[src/rtl/lsu_mem_if.sv]
// Request/response and data-memory port bundle for the MEM-stage load/store unit.
// The LSU sits on the slave modport; the pipeline and memory model sit on the master side.
interface lsu_mem_if #(
  parameter int DATA_W = 32,
  parameter int ADDR_W = 32
);
  localparam int LANES = DATA_W / 8;

  logic              req_valid;
  logic              req_ready;
  logic              req_ren;
  logic              req_wen;
  logic [2:0]        funct3;
  logic [ADDR_W-1:0] addr;
  logic [DATA_W-1:0] wdata;

  logic              rsp_valid;
  logic [DATA_W-1:0] rsp_rdata;
  logic              rsp_err;
  logic              rsp_timeout;
  logic              busy;

  logic [ADDR_W-1:0] dmem_addr;
  logic              dmem_ren;
  logic              dmem_wen;
  logic [DATA_W-1:0] dmem_wdata;
  logic [LANES-1:0]  dmem_mask;
  logic [DATA_W-1:0] dmem_rdata;
  logic              dmem_ack;

  modport slave (
    input  req_valid, req_ren, req_wen, funct3, addr, wdata, dmem_rdata, dmem_ack,
    output req_ready, rsp_valid, rsp_rdata, rsp_err, rsp_timeout, busy,
           dmem_addr, dmem_ren, dmem_wen, dmem_wdata, dmem_mask
  );

  modport master (
    output req_valid, req_ren, req_wen, funct3, addr, wdata, dmem_rdata, dmem_ack,
    input  req_ready, rsp_valid, rsp_rdata, rsp_err, rsp_timeout, busy,
           dmem_addr, dmem_ren, dmem_wen, dmem_wdata, dmem_mask
  );
endinterface

[src/rtl/lsu_mem_stage.sv]
// Multi-cycle MEM-stage load/store unit: registers one request, lane-aligns it onto the
// data-memory port, waits for a variable-latency ack (with timeout) and extends load data.
module lsu_mem_stage #(
  parameter int DATA_W      = 32,
  parameter int ADDR_W      = 32,
  parameter int TIMEOUT_CYC = 16
)(
  input  logic      i_clk,
  input  logic      i_rst_n,
  lsu_mem_if.slave  bus
);
  localparam int LANES = DATA_W / 8;
  localparam int OFS_W = $clog2(LANES);
  localparam int CNT_W = (TIMEOUT_CYC > 0) ? $clog2(TIMEOUT_CYC + 1) : 1;
  localparam logic [CNT_W-1:0] TO_LIM = CNT_W'(TIMEOUT_CYC);

  typedef enum logic [1:0] {IDLE, ACCESS, RESP} state_t;

  typedef struct packed {
    logic [OFS_W-1:0] off;
    logic [2:0]       f3;
    logic             ren;
  } req_t;

  state_t            state, state_nx;
  req_t              req_q;
  logic [CNT_W-1:0]  cnt;
  logic              accept, illegal, misal, to_hit;
  logic [OFS_W-1:0]  off_in;
  logic [LANES-1:0]  size_mask;
  logic [DATA_W-1:0] ld_sh, ld_ext;

  logic              rsp_valid_q, rsp_err_q, rsp_to_q, ren_q, wen_q;
  logic [DATA_W-1:0] rsp_rdata_q, wdata_q;
  logic [LANES-1:0]  mask_q;
  logic [ADDR_W-1:0] addr_q;

  // Ready is gated by reset so the pipeline never sees a grant while the unit is held.
  assign bus.req_ready = (state == IDLE) && i_rst_n;
  assign accept        = bus.req_valid && bus.req_ready;
  assign off_in        = bus.addr[OFS_W-1:0];
  assign to_hit        = (TIMEOUT_CYC != 0) && (cnt == TO_LIM);

  always_comb begin
    illegal = (bus.req_ren == bus.req_wen) ||
              (bus.req_wen && bus.funct3[2]) ||
              (bus.funct3 == 3'b111) ||
              ((DATA_W == 32) && ((bus.funct3[1:0] == 2'b11) || (bus.funct3 == 3'b110)));
    misal     = 1'b0;
    size_mask = '0;
    case (bus.funct3[1:0])
      2'b00: size_mask[0] = 1'b1;
      2'b01: begin size_mask[1:0] = 2'b11; misal = off_in[0];     end
      2'b10: begin size_mask[3:0] = 4'hF;  misal = |off_in[1:0];  end
      default: begin size_mask = '1;       misal = |off_in;       end
    endcase
  end

  always_comb begin
    ld_sh  = bus.dmem_rdata >> {req_q.off, 3'b000};
    ld_ext = ld_sh;
    case (req_q.f3[1:0])
      2'b00:   ld_ext = req_q.f3[2] ? DATA_W'(ld_sh[7:0])  : DATA_W'($signed(ld_sh[7:0]));
      2'b01:   ld_ext = req_q.f3[2] ? DATA_W'(ld_sh[15:0]) : DATA_W'($signed(ld_sh[15:0]));
      2'b10:   ld_ext = req_q.f3[2] ? DATA_W'(ld_sh[31:0]) : DATA_W'($signed(ld_sh[31:0]));
      default: ld_ext = ld_sh;
    endcase
  end

  always_comb begin
    state_nx = state;
    case (state)
      IDLE:    if (accept) state_nx = (illegal || misal) ? RESP : ACCESS;
      ACCESS:  if (bus.dmem_ack || to_hit) state_nx = RESP;
      RESP:    state_nx = IDLE;
      default: state_nx = IDLE;
    endcase
  end

  always_ff @(posedge i_clk or negedge i_rst_n) begin
    if (!i_rst_n) state <= IDLE;
    else          state <= state_nx;
  end

  always_ff @(posedge i_clk or negedge i_rst_n) begin
    if (!i_rst_n) begin
      req_q       <= '0;
      cnt         <= '0;
      addr_q      <= '0;
      wdata_q     <= '0;
      mask_q      <= '0;
      ren_q       <= 1'b0;
      wen_q       <= 1'b0;
      rsp_valid_q <= 1'b0;
      rsp_err_q   <= 1'b0;
      rsp_to_q    <= 1'b0;
      rsp_rdata_q <= '0;
    end else begin
      // Response fields are single-cycle; anything not re-set below returns to zero.
      rsp_valid_q <= 1'b0;
      rsp_err_q   <= 1'b0;
      rsp_to_q    <= 1'b0;
      rsp_rdata_q <= '0;
      case (state)
        IDLE: if (accept) begin
          req_q.off <= off_in;
          req_q.f3  <= bus.funct3;
          req_q.ren <= bus.req_ren;
          cnt       <= CNT_W'(1);
          addr_q    <= {bus.addr[ADDR_W-1:OFS_W], {OFS_W{1'b0}}};
          wdata_q   <= bus.wdata << {off_in, 3'b000};
          mask_q    <= size_mask << off_in;
          if (illegal || misal) begin
            rsp_valid_q <= 1'b1;
            rsp_err_q   <= 1'b1;
          end else begin
            ren_q <= bus.req_ren;
            wen_q <= bus.req_wen;
          end
        end
        ACCESS: begin
          if (bus.dmem_ack) begin
            rsp_valid_q <= 1'b1;
            rsp_rdata_q <= req_q.ren ? ld_ext : '0;
            ren_q       <= 1'b0;
            wen_q       <= 1'b0;
          end else if (to_hit) begin
            rsp_valid_q <= 1'b1;
            rsp_to_q    <= 1'b1;
            ren_q       <= 1'b0;
            wen_q       <= 1'b0;
          end else begin
            cnt <= cnt + 1'b1;
          end
        end
        default: ;
      endcase
    end
  end

  assign bus.rsp_valid   = rsp_valid_q;
  assign bus.rsp_rdata   = rsp_rdata_q;
  assign bus.rsp_err     = rsp_err_q;
  assign bus.rsp_timeout = rsp_to_q;
  assign bus.busy        = (state != IDLE);
  assign bus.dmem_addr   = addr_q;
  assign bus.dmem_ren    = ren_q;
  assign bus.dmem_wen    = wen_q;
  assign bus.dmem_wdata  = wdata_q;
  assign bus.dmem_mask   = mask_q;
endmodule

[src/flat_wrapper.sv]
// flat-port wrapper written by rule: the top's interface ports become plain ports
module lsu_mem_stage_flat 
#(
  parameter int DATA_W      = 32,
  parameter int ADDR_W      = 32,
  parameter int TIMEOUT_CYC = 16
)
  (i_clk, i_rst_n, bus_req_valid, bus_req_ren, bus_req_wen, bus_funct3, bus_addr, bus_wdata, bus_dmem_rdata, bus_dmem_ack, bus_req_ready, bus_rsp_valid, bus_rsp_rdata, bus_rsp_err, bus_rsp_timeout, bus_busy, bus_dmem_addr, bus_dmem_ren, bus_dmem_wen, bus_dmem_wdata, bus_dmem_mask);
  lsu_mem_if #(.DATA_W(DATA_W), .ADDR_W(ADDR_W)) bus_i ();
  input  logic i_clk;
  input  logic i_rst_n;
  input wire logic [$bits(bus_i.req_valid)-1:0] bus_req_valid;
  input wire logic [$bits(bus_i.req_ren)-1:0] bus_req_ren;
  input wire logic [$bits(bus_i.req_wen)-1:0] bus_req_wen;
  input wire logic [$bits(bus_i.funct3)-1:0] bus_funct3;
  input wire logic [$bits(bus_i.addr)-1:0] bus_addr;
  input wire logic [$bits(bus_i.wdata)-1:0] bus_wdata;
  input wire logic [$bits(bus_i.dmem_rdata)-1:0] bus_dmem_rdata;
  input wire logic [$bits(bus_i.dmem_ack)-1:0] bus_dmem_ack;
  output wire logic [$bits(bus_i.req_ready)-1:0] bus_req_ready;
  output wire logic [$bits(bus_i.rsp_valid)-1:0] bus_rsp_valid;
  output wire logic [$bits(bus_i.rsp_rdata)-1:0] bus_rsp_rdata;
  output wire logic [$bits(bus_i.rsp_err)-1:0] bus_rsp_err;
  output wire logic [$bits(bus_i.rsp_timeout)-1:0] bus_rsp_timeout;
  output wire logic [$bits(bus_i.busy)-1:0] bus_busy;
  output wire logic [$bits(bus_i.dmem_addr)-1:0] bus_dmem_addr;
  output wire logic [$bits(bus_i.dmem_ren)-1:0] bus_dmem_ren;
  output wire logic [$bits(bus_i.dmem_wen)-1:0] bus_dmem_wen;
  output wire logic [$bits(bus_i.dmem_wdata)-1:0] bus_dmem_wdata;
  output wire logic [$bits(bus_i.dmem_mask)-1:0] bus_dmem_mask;
  assign bus_i.req_valid = bus_req_valid;
  assign bus_i.req_ren = bus_req_ren;
  assign bus_i.req_wen = bus_req_wen;
  assign bus_i.funct3 = bus_funct3;
  assign bus_i.addr = bus_addr;
  assign bus_i.wdata = bus_wdata;
  assign bus_i.dmem_rdata = bus_dmem_rdata;
  assign bus_i.dmem_ack = bus_dmem_ack;
  assign bus_req_ready = bus_i.req_ready;
  assign bus_rsp_valid = bus_i.rsp_valid;
  assign bus_rsp_rdata = bus_i.rsp_rdata;
  assign bus_rsp_err = bus_i.rsp_err;
  assign bus_rsp_timeout = bus_i.rsp_timeout;
  assign bus_busy = bus_i.busy;
  assign bus_dmem_addr = bus_i.dmem_addr;
  assign bus_dmem_ren = bus_i.dmem_ren;
  assign bus_dmem_wen = bus_i.dmem_wen;
  assign bus_dmem_wdata = bus_i.dmem_wdata;
  assign bus_dmem_mask = bus_i.dmem_mask;
  lsu_mem_stage #(.DATA_W(DATA_W), .ADDR_W(ADDR_W), .TIMEOUT_CYC(TIMEOUT_CYC)) u_core (.i_clk(i_clk), .i_rst_n(i_rst_n), .bus(bus_i));
endmodule
[config.mk]
export PLATFORM = sky130hd
export DESIGN_NAME = lsu_mem_stage_flat
export DESIGN_NICKNAME = d
export VERILOG_FILES = /design/src/rtl/lsu_mem_if.sv /design/src/rtl/lsu_mem_stage.sv /design/src/flat_wrapper.sv
export SDC_FILE = /design/constraint.sdc
export NUM_CORES = 1
export LEC_CHECK = 0
export CAP_MARGIN = 20
export CORE_MARGIN = 5
export CORE_UTILIZATION = 44
export CTS_CLUSTER_DIAMETER = 120
export DETAILED_ROUTE_END_ITERATION = 12
export GPL_TIMING_DRIVEN = 0
export PLACE_DENSITY = 0.81
export REMOVE_ABC_BUFFERS = 1
export SLEW_MARGIN = 5
export SYNTH_ARGS = -nofsm -noshare
export SYNTH_HDL_FRONTEND = slang
export SYNTH_SLANG_ARGS = --single-unit
[constraint.sdc]
create_clock -name i_clk -period 2.6 [get_ports i_clk]
set_clock_uncertainty 0.1 [all_clocks]
set_input_delay 0.26 -clock i_clk [delete_from_list [all_inputs] [get_ports i_clk]]
set_output_delay 0.26 -clock i_clk [all_outputs]
set_load 0.02 [all_outputs]
==> flow_metrics.tcl <==
set metrics [dict create \
    num_vias 4764 \
    power_leakage_nw 3.768 \
    ir_drop_uv 512.3 \
    core_mm2 0.01201 \
    synth.largest_area_cell "dfrtp_1" \
    critPathLaunchType "flop" \
    period_share_pct 94.99 \
    htree_levels 4 \
    whs_ns 0.2736 \
    final_area_mm2 0.008228 \
    layout_commonest_cell "clkdlybuf4s50_1" \
    dp_slack_ns -0.06704 \
    layout_setup_ws_ns 0.1303 \
    cts_tree "built" \
    outcome "finished clean" \
    yosys.area.top_type_share_pct 53.84 \
    hold_start "bus_addr[9]" \
    max-clock-path-buffers 2 \
    syn_inst 551 \
    grt_max_degree 72 \
    regToRegStartpoint "u_core.state[0]" \
    antenna_found_initial 0 \
    min_path_type "input pin to flop" \
    wl_um 15540 \
    seq_area_frac_synth_pct 53.84 \
    finalHoldViolations 0 \
    ys_seq_elements 116 \
    path_class "flop to output pin" \
    synthToLayoutAreaGrowth_pct 52.61 \
    routabilityCongestion 0.8440 \
    min_to "u_core.bus.dmem_addr[9]" \
    cts_root_buf "clkbuf_16" \
    die_y_um 120.7 \
    drtAntennaViolNets 0 \
    path_clk_slew_ns 0.05 \
    fin_util_pct 68.50 \
    n_antenna_cell 0 \
    grt_pass1_wl_um 25650 \
    reg2reg_depth 4 \
    finalCriticalPeriod_ns 2.470 \
    maxClockFrequency_mhz 404.9 \
    track_usage_pct 22.20 \
    dp_hpwl_um 11210 \
    final_cell_mix "clkdlybuf4s50_1 (207), nand2_1 (147), dfrtp_1 (115)" \
    io_pins 212 \
    fp.dieW_um 120.7 \
    setup_violations 0 \
    dieArea_mm2 0.01457 \
    clk_latency_ns 0.41 \
    numCtsBuffers 17 \
    final_cells 907 \
    synth_flop_cell "dfrtp_1" \
    grt_pass1_vias 5081 \
    rsz0062_at_grt "no" \
    portBuffers 209 \
    holdPathStages 3 \
    dp.cells 874 \
    yosysUniqueCellTypes 46 \
    nets 854 \
    async_reset_ff_share_pct 100.0 \
    cts_sinks 116 \
    rrSetupSlack_ns 0.37 \
    r2r_end "u_core.bus.dmem_wdata[31]" \
    cellPowerDensity_mw_per_mm2 746.0 \
    avgSynthCellArea_um2 9.785 \
    slew_headroom_pct 43.31 \
    placed_area_mm2 0.007599 \
    synth_enable_flop_cells 0 \
    final_layout_size_suffix_gt1_share_pct 7.368 \
    end_kind "output pin" \
    syn-cell-area_mm2 0.005391 \
    cp.required_ns 2.24 \
    maxCapViolations 0 \
    initial_core_util_pct 44.89 \
    vias_per_cell 5.252 \
    fp-row-count 40 \
    ys_warn_count 0 \
    drcViolationCount 0 \
    initialDrtViolationCount 318 \
    wl_per_cell_um 17.14 \
    grt_overflow 0 \
    tightest_slew_ns 0.8503 \
    drt_pass1_iterations 4 \
    cp.arrival_ns 2.11 \
    slew_viol_final 0 \
    synth_area_leaders "dfrtp_1 (54%), nand2_1 (10%), mux2i_1 (6.1%)" \
    path_max_fanout 10 \
]
[kinds of logic after synthesis]
family                   count (synthesis)  share of synthesized area, %
other                                    1                       0.06955
XOR/XNOR                                 4                        0.6499
adder cells (fa/ha/maj)                  2                        0.4641
buffers and inverters                   46                         4.200
AND/OR/NAND/NOR                        235                         19.94
AO/OA/AOI/OAI                          105                         12.76
multiplexers                            42                         8.076
flip-flops                             116                         53.84
[state kept, by name, indices dropped and copies added (netlist names)]
name,cells
u_core.bus.dmem_ren,1
u_core.cnt,5
u_core.bus.dmem_addr,30
u_core.bus.dmem_wdata,32
u_core.state,2
u_core.bus.dmem_mask,4
u_core.bus.dmem_wen,1
u_core.bus.rsp_err,1
u_core.bus.rsp_rdata,32
u_core.req_q,6
u_core.bus.rsp_timeout,1
u_core.bus.rsp_valid,1
[through the flow]
| stage | power (mW) | TNS [ns] |
|---|---|---|
| 4_1_cts | 6.201 | 0 |
| 3_5_place_dp | 3.784 | -0.1003 |
| 6_report | 6.138 | 0 |
| 2_1_floorplan | 2.925 | -13.51 |
| 3_3_place_gp | 3.705 | -908.60 |
| 5_1_grt | 6.424 | 0 |
[cell type report]
cell class                      count  area, µm²
Clock buffer                       25      525.5
Tap cell                          147      183.9
Clock inverter                      7      92.59
Timing Repair Buffer              215       2216
Multi-Input combinational cell    390       2280
Sequential cell                   116       2904
Fill cell                         926       3784
Inverter                            7      26.28
[synth_stat cells, types with 12 or more instances]
library cell and count:
nor2_1 25, mux2i_1 33, nor2b_1 18, nand2_1 147, nand3_1 12, o21ai_0 12, clkbuf_1 12, dfrtp_1 116
o21ai_1 18, a21oi_1 21, buf_2 13, a211oi_1 22
[how the worst max path moves through the flow]
| stage | startpoint | endpoint | depth (start not counted) |
|---|---|---|---|
| 6_report | u_core.state[0] | bus_req_ready | 3 |
| 3_5_place_dp | bus_addr[1] | u_core.bus.dmem_ren | 6 |
| 5_1_grt | u_core.state[0] | bus_req_ready | 3 |
| 2_1_floorplan | u_core.state[0] | u_core.bus.dmem_mask[1] | 3 |
| 4_1_cts | u_core.req_q[5] | u_core.bus.rsp_rdata[10] | 4 |
| 3_3_place_gp | i_rst_n | u_core.bus.dmem_wdata[12] | 3 |
[where the power goes]
| part | total [mW] | switching [mW] | internal, mW | leakage (nW) |
|---|---|---|---|---|
| Combinational | 1.54 | 0.794 | 0.742 | 1.97 |
| Sequential | 2.22 | 0.185 | 2.03 | 1.50 |
| Clock | 2.38 | 0.798 | 1.59 | 0.298 |
| Total | 6.14 | 1.78 | 4.36 | 3.77 |
[worst max-delay path, cell delays in order, from the launching register on]
cell and delay (ns):
dfrtp_1 0.50, nor2_1 0.41, and2_1 0.19, clkdlybuf4s50_1 0.60
[routing by layer]
| layer | GRT usage [%] | share of wire (%) |
|---|---|---|
| met1 | 25.82 | 39 |
| met2 | 36.99 | 50 |
| met3 | 8.513 | 9.3 |
| met4 | 8.782 | 2.0 |
| met5 | 0 | 0 |
[what timing repair did]
| action | CTS | global route |
|---|---|---|
| gates resized for setup | 0 | 1 |
| setup endpoints to repair | 0 | 14 |
| hold buffers | 1 | 0 |
| hold endpoints to repair | 45 | 0 |
| setup buffers | 0 | 0 |
No activity file was read; power rests on OpenSTA's default activity.
